**config.mk**
```make
export PLATFORM = sky130hd
export DESIGN_NAME = regfile_wport_arbiter
export DESIGN_NICKNAME = d
export VERILOG_FILES = /design/src/rtl/regfile_wport_arbiter_pkg.sv /design/src/rtl/regfile_wport_arbiter_queue.sv /design/src/rtl/regfile_wport_arbiter.sv
export SDC_FILE = /design/constraint.sdc
export NUM_CORES = 1
export LEC_CHECK = 0
export CAP_MARGIN = 20
export CORE_MARGIN = 2
export CORE_UTILIZATION = 40
export DETAILED_ROUTE_END_ITERATION = 10
export PLACE_DENSITY = 0.68
export SYNTH_ARGS = -nofsm -noshare
export SYNTH_HDL_FRONTEND = slang
export SYNTH_HIERARCHICAL = 1
export SYNTH_SLANG_ARGS = --single-unit
```
**constraint.sdc**
```tcl
create_clock -name clk -period 5.18 [get_ports clk]
set_input_delay 1.036 -clock clk [delete_from_list [all_inputs] [get_ports clk]]
set_output_delay 1.036 -clock clk [all_outputs]
set_load 0.01 [all_outputs]
```
**src/rtl/regfile_wport_arbiter_pkg.sv**
```systemverilog
// Shared widths, defaults and payload types for the register-file write-port arbiter.
package regfile_wport_arbiter_pkg;

    // Register-file geometry shared with the rest of the core.
    localparam int unsigned REG_AW = 5;
    localparam int unsigned REG_DW = 32;

    // Arbiter defaults.
    localparam int unsigned WPORT_DEPTH      = 2;
    localparam int unsigned WPORT_STARVE_MAX = 4;

    // Reset level for this block: rst is active-low.
    localparam logic RST_ENABLE = 1'b0;

    typedef logic [REG_AW-1:0] reg_addr_t;
    typedef logic [REG_DW-1:0] reg_data_t;

    // One queued B result; live=0 means superseded by a younger A write.
    typedef struct packed {
        logic      live;
        reg_addr_t addr;
        reg_data_t data;
    } wport_entry_t;

endpackage

```
**src/rtl/regfile_wport_arbiter_queue.sv**
```systemverilog
// B-result queue: FIFO storage with per-entry live bit and an address-match
// CAM used both for killing superseded entries and for decode busy lookups.
// Ports:
//   clk, rst            clock, synchronous active-low reset
//   push/push_addr/push_data/push_dead  enqueue one entry (dead = stored killed)
//   pop                 retire the head entry
//   kill/kill_addr      clear live on every stored entry matching kill_addr
//   raddr1/raddr2       lookup addresses; match1/match2 = a live entry matches
//   count               occupancy
//   head_live/head_addr/head_data  head entry view
module regfile_wport_arbiter_queue
    import regfile_wport_arbiter_pkg::*;
#(
    parameter int unsigned DEPTH = WPORT_DEPTH,
    localparam int unsigned PW   = $clog2(DEPTH),
    localparam int unsigned CW   = PW + 1
) (
    input  logic          clk,
    input  logic          rst,
    input  logic          push,
    input  reg_addr_t     push_addr,
    input  reg_data_t     push_data,
    input  logic          push_dead,
    input  logic          pop,
    input  logic          kill,
    input  reg_addr_t     kill_addr,
    input  reg_addr_t     raddr1,
    input  reg_addr_t     raddr2,
    output logic [CW-1:0] count,
    output logic          head_live,
    output reg_addr_t     head_addr,
    output reg_data_t     head_data,
    output logic          match1,
    output logic          match2
);

    wport_entry_t  mem_q [DEPTH];
    logic [PW-1:0] head_q;
    logic [PW-1:0] tail_q;
    logic [CW-1:0] count_q;

    // Storage and pointers. Live is cleared on pop so a set live bit always
    // marks an occupied slot.
    always_ff @(posedge clk) begin
        if (rst == RST_ENABLE) begin
            head_q  <= '0;
            tail_q  <= '0;
            count_q <= '0;
            for (int i = 0; i < int'(DEPTH); i++) begin
                mem_q[i] <= '0;
            end
        end else begin
            for (int i = 0; i < int'(DEPTH); i++) begin
                if (kill && (mem_q[i].addr == kill_addr)) begin
                    mem_q[i].live <= 1'b0;
                end
            end
            if (pop) begin
                mem_q[head_q].live <= 1'b0;
                head_q             <= head_q + 1'b1;
            end
            if (push) begin
                mem_q[tail_q] <= '{live: !push_dead, addr: push_addr, data: push_data};
                tail_q        <= tail_q + 1'b1;
            end
            count_q <= count_q + CW'(push) - CW'(pop);
        end
    end

    // CAM lookup for decode busy.
    always_comb begin
        match1 = 1'b0;
        match2 = 1'b0;
        for (int i = 0; i < int'(DEPTH); i++) begin
            if (mem_q[i].live && (mem_q[i].addr == raddr1)) match1 = 1'b1;
            if (mem_q[i].live && (mem_q[i].addr == raddr2)) match2 = 1'b1;
        end
    end

    assign count     = count_q;
    assign head_live = mem_q[head_q].live;
    assign head_addr = mem_q[head_q].addr;
    assign head_data = mem_q[head_q].data;

endmodule

```
**src/rtl/regfile_wport_arbiter.sv**
```systemverilog
// Shares the register file's single write port between pipeline writeback (A,
// never stalls) and a multi-cycle unit (B, valid/ready). B results are queued
// and drain when A leaves the port idle; a starvation counter forces a drain
// by raising stall_req. Queued B results are always older than A writes, so an
// A write kills any queued entry with the same target.
// Ports:
//   clk, rst                   clock, synchronous active-low reset
//   a_we/a_waddr/a_wdata       pipeline writeback request
//   b_valid/b_ready            B handshake (b_ready = queue not full)
//   b_waddr/b_wdata            B result
//   raddr1/raddr2, busy1/busy2 decode lookup: live pending B write to raddr
//   we/waddr/wdata             regfile write port (combinational, 0 latency)
//   stall_req                  registered: pipeline must hold a_we=0 this cycle
//   proto_err                  sticky: a_we seen while stall_req=1
module regfile_wport_arbiter
    import regfile_wport_arbiter_pkg::*;
#(
    parameter int unsigned DEPTH      = WPORT_DEPTH,
    parameter int unsigned STARVE_MAX = WPORT_STARVE_MAX
) (
    input  logic              clk,
    input  logic              rst,
    input  logic              a_we,
    input  logic [REG_AW-1:0] a_waddr,
    input  logic [REG_DW-1:0] a_wdata,
    input  logic              b_valid,
    output logic              b_ready,
    input  logic [REG_AW-1:0] b_waddr,
    input  logic [REG_DW-1:0] b_wdata,
    input  logic [REG_AW-1:0] raddr1,
    input  logic [REG_AW-1:0] raddr2,
    output logic              busy1,
    output logic              busy2,
    output logic              we,
    output logic [REG_AW-1:0] waddr,
    output logic [REG_DW-1:0] wdata,
    output logic              stall_req,
    output logic              proto_err
);

    localparam int unsigned CW = $clog2(DEPTH) + 1;
    localparam int unsigned SW = $clog2(STARVE_MAX + 1);

    logic          rst_act;
    logic [CW-1:0] q_count;
    logic          q_empty;
    logic          q_full;
    logic          head_live;
    reg_addr_t     head_addr;
    reg_data_t     head_data;
    logic          match1;
    logic          match2;
    logic          a_req;
    logic          a_grant;
    logic          pop;
    logic          b_acc;
    logic          push;
    logic          push_dead;
    logic [SW-1:0] starve_q;
    logic [SW-1:0] starve_nxt;
    logic          stall_nxt;

    assign rst_act   = (rst == RST_ENABLE);
    assign q_empty   = (q_count == '0);
    assign q_full    = (q_count == CW'(DEPTH));
    assign a_req     = a_we && (a_waddr != '0);
    assign b_ready   = !rst_act && !q_full;
    assign b_acc     = b_valid && b_ready;
    assign push      = b_acc && (b_waddr != '0);
    assign push_dead = a_grant && (a_waddr == b_waddr);

    regfile_wport_arbiter_queue #(
        .DEPTH (DEPTH)
    ) u_queue (
        .clk       (clk),
        .rst       (rst),
        .push      (push),
        .push_addr (b_waddr),
        .push_data (b_wdata),
        .push_dead (push_dead),
        .pop       (pop),
        .kill      (a_grant),
        .kill_addr (a_waddr),
        .raddr1    (raddr1),
        .raddr2    (raddr2),
        .count     (q_count),
        .head_live (head_live),
        .head_addr (head_addr),
        .head_data (head_data),
        .match1    (match1),
        .match2    (match2)
    );

    // Write-port grant: forced drain, then A, then opportunistic drain.
    // A popped dead head is discarded with we=0.
    always_comb begin
        a_grant = 1'b0;
        pop     = 1'b0;
        we      = 1'b0;
        waddr   = '0;
        wdata   = '0;
        if (!rst_act) begin
            if (stall_req) begin
                pop = !q_empty;
            end else if (a_req) begin
                a_grant = 1'b1;
                we      = 1'b1;
                waddr   = a_waddr;
                wdata   = a_wdata;
            end else begin
                pop = !q_empty;
            end
            if (pop && head_live) begin
                we    = 1'b1;
                waddr = head_addr;
                wdata = head_data;
            end
        end
    end

    // Busy: a live queued target, or an accept this cycle not killed by A.
    always_comb begin
        busy1 = 1'b0;
        busy2 = 1'b0;
        if (!rst_act && (raddr1 != '0)) begin
            busy1 = match1 || (b_acc && (b_waddr == raddr1) && !(a_grant && (a_waddr == raddr1)));
        end
        if (!rst_act && (raddr2 != '0)) begin
            busy2 = match2 || (b_acc && (b_waddr == raddr2) && !(a_grant && (a_waddr == raddr2)));
        end
    end

    // Starvation count and the stall request it raises for one cycle.
    always_comb begin
        starve_nxt = starve_q;
        if (q_empty || pop) begin
            starve_nxt = '0;
        end else if (a_grant && head_live && (starve_q != SW'(STARVE_MAX))) begin
            starve_nxt = starve_q + 1'b1;
        end
        stall_nxt = !stall_req && (starve_nxt == SW'(STARVE_MAX));
    end

    always_ff @(posedge clk) begin
        if (rst == RST_ENABLE) begin
            starve_q  <= '0;
            stall_req <= 1'b0;
            proto_err <= 1'b0;
        end else begin
            starve_q  <= starve_nxt;
            stall_req <= stall_nxt;
            if (stall_req && a_we) begin
                proto_err <= 1'b1;
            end
        end
    end

endmodule
```
==> results.cfg, run 1 <==
[synth]
synthesis.yosys.warnings = 6
synth_flop_cell = edfxtp_1
synthArstFlopShare_pct = 0
synth_enable_flop_cells = 76
postSynthRegisterBits = 86
synth_fp_nets = 493
yosys.cell_types.count = 48
synth.avg_cell_area_um2 = 12.5
synth_largest_type_area_fraction_pct = 45.5
synth_top_cell_by_area = edfxtp_1
mappedNetlistArea_mm2 = 0.00501
yosysMostFrequentCell = and2_1
synth_sequential_area_ratio_pct = 49.5
post_synth_inst_count = 401
yosys-top-cells-area = edfxtp_1 46%, and2_1 9.7%, mux2_2 8.5%
synth.top_cells.by_count = 78 x and2_1, 76 x edfxtp_1, 44 x xnor2_1

[drt]
drt-pass1-iter-count = 4
viasPerCell = 5.14
detail_route.wirelength.met1_um = 5240
avgRoutedWirePerCell_um = 17.3
antenna_violating_nets_post_route = 0
drt_wl_total_um = 12100
met3_wirelength_um = 768
top_layer_used = met4
route.met2.wl_um = 6000
detailedRoute.firstIterationViolations = 238
drt_drc_violations_left = 0
route.vias.total = 3619

[cells_and_area]
share_of_cells_above_drive_strength_1_pct = 14.2
nFillCells = 1065
nNetsFinal = 623
finalCoreUtilization_pct = 55.3
diodes = 0
post-route-cell-area_mm2 = 0.00669
area_delta_synth_final_pct = 33.5

[place]
dp_slack_ns = 0.557
io_buffer_count = 130
place_area_mm2 = 0.00642
place.gp.congestion = 0.902
place_hpwl_um = 8410

[critical_path]
cpMaxStageDelayCell = or4_4
crit_path_start_kind = input pin
worstPathArrival_ns = 3.60
reg2reg_to = u_queue/mem_q[1][27]
end_kind = output port
crit_path_frequent_cell = clkdlybuf4s50_1
rr_startpoint = u_queue/count[0]
worstPathMaxFanout = 38
timing_worst_setup_path_type = input pin to output port
worst_path_largest_cell_delay_ns = 0.61
ff2ff_setup_slack_ns = 2.85
timing.critical_path.cells = clkdlybuf4s50_1 -> or4_4 -> o21ai_4 -> and4_4 -> a22o_1 -> clkdlybuf4s50_1
worstPathRequired_ns = 4.14
worstRegToRegCells = 5

[sta]
fin_ws_ns = 0.542
finalClockSkew_ns = 0.00798
max_freq_mhz = 216
rsz0062_at_grt = false
final_min_period_over_clock_period_pct = 89.5
setup_viol = 0
timing_max_transition_violations_final = 0
tns_ns = 0
finalHoldViolCount = 0
timing_worst_slew_pin_value_ns = 0.953
finalWorstPathRequiredPeriod_ns = 4.64
max_slew_margin_pct = 36.2

[power_and_ir_drop]
power.density_mw_per_mm2 = 269
power.static_leakage_uw = 0.00241
p_sw_uw = 460
power.switching_fraction_pct = 25.5
ir_worst_vdd_mv = 0.133
power.share.clock_pct = 32.5
p_int_uw = 1340
comb_power_share_pct = 20.8
pwr-share-seq_pct = 46.7

[clock_network]
cts_tree = done
clkSinkCount = 86
cts_hold_repair.buffers = 0
depth_of_the_cts_h_tree = 3
cts.root.buffer_cell = clkbuf_16
cts.reportedPaths.clkPinSlew_ns = 0.06
cts-resized-gates = 0
post-cts-setup-buffer-count = 0
cts_made_buffers = 9
worst_skew_pair.late_latency_ns = 0.34
max-clock-path-buffers = 2

[worst_hold_path]
timing.hold.worst.class = register to register
worst_hold_path.endpoint = proto_err
holdCritStartpoint = proto_err
holdPathStages = 2

[floorplan]
dieArea_mm2 = 0.0134
die_x_um = 116
placementRows = 40
initial_utilization_pct = 41.4
floorplan.io_pins = 131
die_height_um = 116
floorplan.core_area_mm2 = 0.0121

[global_routing]
grt_pass1_wl_um = 19000
grt_usage_pct = 18.5
antenna_found_initial = 0
globalRouteOverflowTotal = 0
grt_pass1_vias = 3728
grt_max_degree = 40

[run]
max_capacitance_violation_count = 0

[outcome]
run_status = finished clean
-- logic make-up (layout without fill, tap and decap cells) --
family | Yosys count | after routing | share of synthesized area (%)
and+or+nand+nor | 127 | 127 | 15.5
muxes | 39 | 39 | 8.74
buffers and inverters | 27 | 162 | 4.34
xor gates and xnor gates | 60 | 60 | 10.5
adders and majority gates | 4 | 4 | 0.999
DFF | 86 | 86 | 49.5
AOI/OAI and AO/OA | 58 | 58 | 10.4
-- per-stage QoR --
stage / std cells / hold WS [ns] / total power, uW
CTS: 704 / 0.523 / 1820
global route: 704 / 0.567 / 1890
detailed placement: 688 / 0.514 / 1230
finish: 704 / 0.517 / 1800
floorplan: 401 / 0.520 / 1070
global placement: 688 / 0.475 / 1230
-- how the worst max path moves through the flow --
stage                           from              endpoint  cells past startpoint
final                     a_waddr[1]              wdata[5]                      6
after CTS                 a_waddr[1]              wdata[5]                      6
after detailed placement  a_waddr[1]                    we                      6
after global placement    a_waddr[1]                    we                      6
after floorplan              b_valid  u_queue/mem_q[0][37]                      5
after global routing      a_waddr[1]                    we                      6
-- critical path, delay by kind of cell --
family          cells  cell delay [ns]
buf+inv             2             0.99
compound gates      2             0.40
simple gates        2             1.17
-- flip-flops by register name, summed over array words and instances, names as in the netlist, named ones only --
register and flops:
u_queue/mem_q 76, proto_err 1, u_queue/tail_q 1, stall_req 1, u_queue/head_q 1, starve_q 3
u_queue/count 2
-- routing by layer --
metal | vias to the layer above | track usage (%)
met5 | - | 0
met4 | 0 | 5.79
met3 | 11 | 4.03
met2 | 119 | 31.7
met1 | 1761 | 23.5
li1 | 1728 | -
-- final cells by class --
cell class                 instances  area, um2  area share [%]
sequential                        86       2480            37.1
multi-input combinational        288       2330            34.8
timing repair buffer             140       1380            20.6
clock buffer                       9        225            3.37
tap                              168        210            3.14
clock inverter                     7       48.8           0.729
inverter                           6       22.5           0.337
-- cells in the final DEF (no fill, tap or decap), types with 4 or more instances in the layout --
cell type and count:
clkdlybuf4s50_1 130, and2_1 78, a22o_1 36, edfxtp_1 76, buf_4 10, ha_1 4, dfxtp_1 9, nand4_1 7
nor2b_1 4, nand2_1 7, xor2_1 16, nor3_1 8, inv_1 5, clkbuf_16 9, xnor2_1 44, nor4_1 4
mux2_2 38, clkinvlp_4 4
-- power groups by stage --
| stage | registers [uW] | logic [uW] | clock network (uW) |
|---|---|---|---|
| 3_3_place_gp | 855 | 373 | 0 |
| 2_1_floorplan | 846 | 222 | 0 |
| 4_1_cts | 843 | 380 | 601 |
| 3_5_place_dp | 858 | 376 | 0 |
| 5_1_grt | 848 | 410 | 631 |
| 6_report | 842 | 375 | 585 |
Note: power is estimated with default switching activity, not from simulation.
==> run 2: changes to the inputs <==
Settings changed: SYNTH_HIERARCHICAL 1 to default.
==> results.cfg, run 2 <==
[synth]
synth_top_cell_by_area = edfxtp_1
synthesis.yosys.warnings = 0
post_synth_inst_count = 461
postSynthRegisterBits = 86
synth_largest_type_area_fraction_pct = 46.5
synth_sequential_area_ratio_pct = 50.6
yosysMostFrequentCell = edfxtp_1
synth.avg_cell_area_um2 = 10.6
synth.top_cells.by_count = 76 x edfxtp_1, 41 x and2_1, 40 x clkbuf_1, 40 x nand2_1
yosys.cell_types.count = 43
synth_flop_cell = edfxtp_1
synth_fp_nets = 553
mappedNetlistArea_mm2 = 0.00491
synth_enable_flop_cells = 76
synthArstFlopShare_pct = 0
yosys-top-cells-area = edfxtp_1 46%, mux2i_1 7.5%, xor2_1 5.7%

[clock_network]
cts_tree = done
cts.root.buffer_cell = clkbuf_16
cts-resized-gates = 0
depth_of_the_cts_h_tree = 3
clkSinkCount = 86
post-cts-setup-buffer-count = 0
cts.reportedPaths.clkPinSlew_ns = 0.06
cts_made_buffers = 9
max-clock-path-buffers = 2
worst_skew_pair.late_latency_ns = 0.33
cts_hold_repair.buffers = 0

[power_and_ir_drop]
ir_worst_vdd_mv = 0.221
power.static_leakage_uw = 0.00247
power.density_mw_per_mm2 = 290

[sta]
min_hold_slack_ns = 0.503
setup_viol = 0
max_slew_margin_pct = 37.4
finalHoldViolCount = 0
max_freq_mhz = 212
finalClockSkew_ns = 0.00874
finalWorstPathRequiredPeriod_ns = 4.72
final_min_period_over_clock_period_pct = 91.1
tns_ns = 0
fin_ws_ns = 0.462
timing_max_transition_violations_final = 0
timing_worst_slew_pin_value_ns = 0.935
rsz0062_at_grt = false

[cells_and_area]
nFillCells = 1089
largest-register = u_queue.mem_q
nNetsFinal = 662
mostFrequentLayoutCell = clkdlybuf4s50_1
diodes = 0
largest_reg_flops = 76
post-route-cell-area_mm2 = 0.00663
area_delta_synth_final_pct = 35.0
instances_no_fill = 722
share_of_cells_above_drive_strength_1_pct = 6.78
layout_common_cells = 130 x clkdlybuf4s50_1, 76 x edfxtp_1, 41 x and2_1

[critical_path]
worstPathArrival_ns = 3.68
worstPathMaxFanout = 14
timing_worst_setup_path_type = input pin to output port
capturing_element_of_the_worst_setup_path = waddr[4]
reg2reg_to = u_queue.mem_q[0][33]
worstPathRequired_ns = 4.14
rr_startpoint = u_queue.count[1]
ff2ff_setup_slack_ns = 2.63
end_kind = output port
crit_path_start_kind = input pin
worstRegToRegCells = 6
startpoint = a_waddr[3]

[global_routing]
grt_max_degree = 42
grt_pass1_vias = 3862
antenna_found_initial = 0
grt_pass1_wl_um = 20100
globalRouteOverflowTotal = 0
grt_usage_pct = 19.8

[floorplan]
floorplan.io_pins = 131
die_x_um = 115
floorplan.core_area_mm2 = 0.0120
dieArea_mm2 = 0.0132
placementRows = 40
die_height_um = 115
initial_utilization_pct = 40.9

[place]
place_hpwl_um = 8880
place.gp.congestion = 0.881
placed_cells = 706
dp_slack_ns = 0.428
place_area_mm2 = 0.00633
io_buffer_count = 130

[run]
max_capacitance_violation_count = 0

[drt]
viasPerCell = 5.24
route.vias.total = 3786
drt_wl_total_um = 12500
drt_drc_violations_left = 0
antenna_violating_nets_post_route = 0
detailedRoute.firstIterationViolations = 214
avgRoutedWirePerCell_um = 17.4
drt-pass1-iter-count = 4

[worst_hold_path]
holdPathStages = 2
timing.hold.worst.class = register to register

[outcome]
run_status = finished clean
run 2: worst max-delay path: stages:
cell and delay [ns]:
clkdlybuf4s50_1 0.42, or4_4 0.57, o21ai_1 0.30, and2_1 0.22
nand3b_2 0.09, buf_4 0.19, o21ai_0 0.26, clkdlybuf4s50_1 0.59
run 2: area by class of cell:
| cell class | instances | area (um2) | share of cell area [%] |
|---|---|---|---|
| sequential | 86 | 2480 | 37.5 |
| multi-input combinational | 324 | 2230 | 33.6 |
| clock buffer | 10 | 229 | 3.45 |
| inverter | 5 | 18.8 | 0.283 |
| timing repair buffer | 144 | 1420 | 21.4 |
| tap | 147 | 184 | 2.77 |
| clock inverter | 6 | 68.8 | 1.04 |
run 2: cells by family (layout without fill, tap and decap cells):
| family | count (synthesis) | count (layout) | share of synthesized area, % |
|---|---|---|---|
| AND/OR/NAND/NOR | 164 | 164 | 18.7 |
| flip-flops | 86 | 86 | 50.6 |
| AO/OA/AOI/OAI | 59 | 59 | 6.91 |
| XOR/XNOR | 58 | 58 | 10.3 |
| buffers and inverters | 51 | 165 | 4.46 |
| multiplexers | 39 | 39 | 8.00 |
| adder cells (fa/ha/maj) | 4 | 4 | 1.02 |
run 2: worst min path at each step:
stage                   start             end  slack (ns)
2_1_floorplan  u_queue.tail_q  u_queue.tail_q        0.49
4_1_cts             proto_err       proto_err        0.51
3_3_place_gp        proto_err       proto_err        0.47
5_1_grt             proto_err       proto_err        0.56
6_report            proto_err       proto_err        0.50
3_5_place_dp        proto_err       proto_err        0.49
run 2: power by group:
part | total [uW] | switching (uW) | leakage (uW) | internal [uW]
sequential | 868 | 45.6 | 0.000877 | 823
clock | 645 | 268 | 0.000143 | 377
combinational | 411 | 201 | 0.00145 | 211
total | 1920 | 514 | 0.00247 | 1410
run 2: metal layers:
metal  global-route usage, %  part of all wire (%)  vias up
met3                    3.80                   4.8       16
met5                       0                     0        -
met2                    33.3                    50      115
met1                    26.5                    44     1809
met4                    4.98                   1.6        0
li1                        -                     -     1846
run 2: stage by stage:
step	power [uW]	utilization (%)
2_1_floorplan	1110	-
3_3_place_gp	1290	52.7
3_5_place_dp	1300	52.7
4_1_cts	1940	55.2
5_1_grt	2010	55.2
6_report	1920	55.2
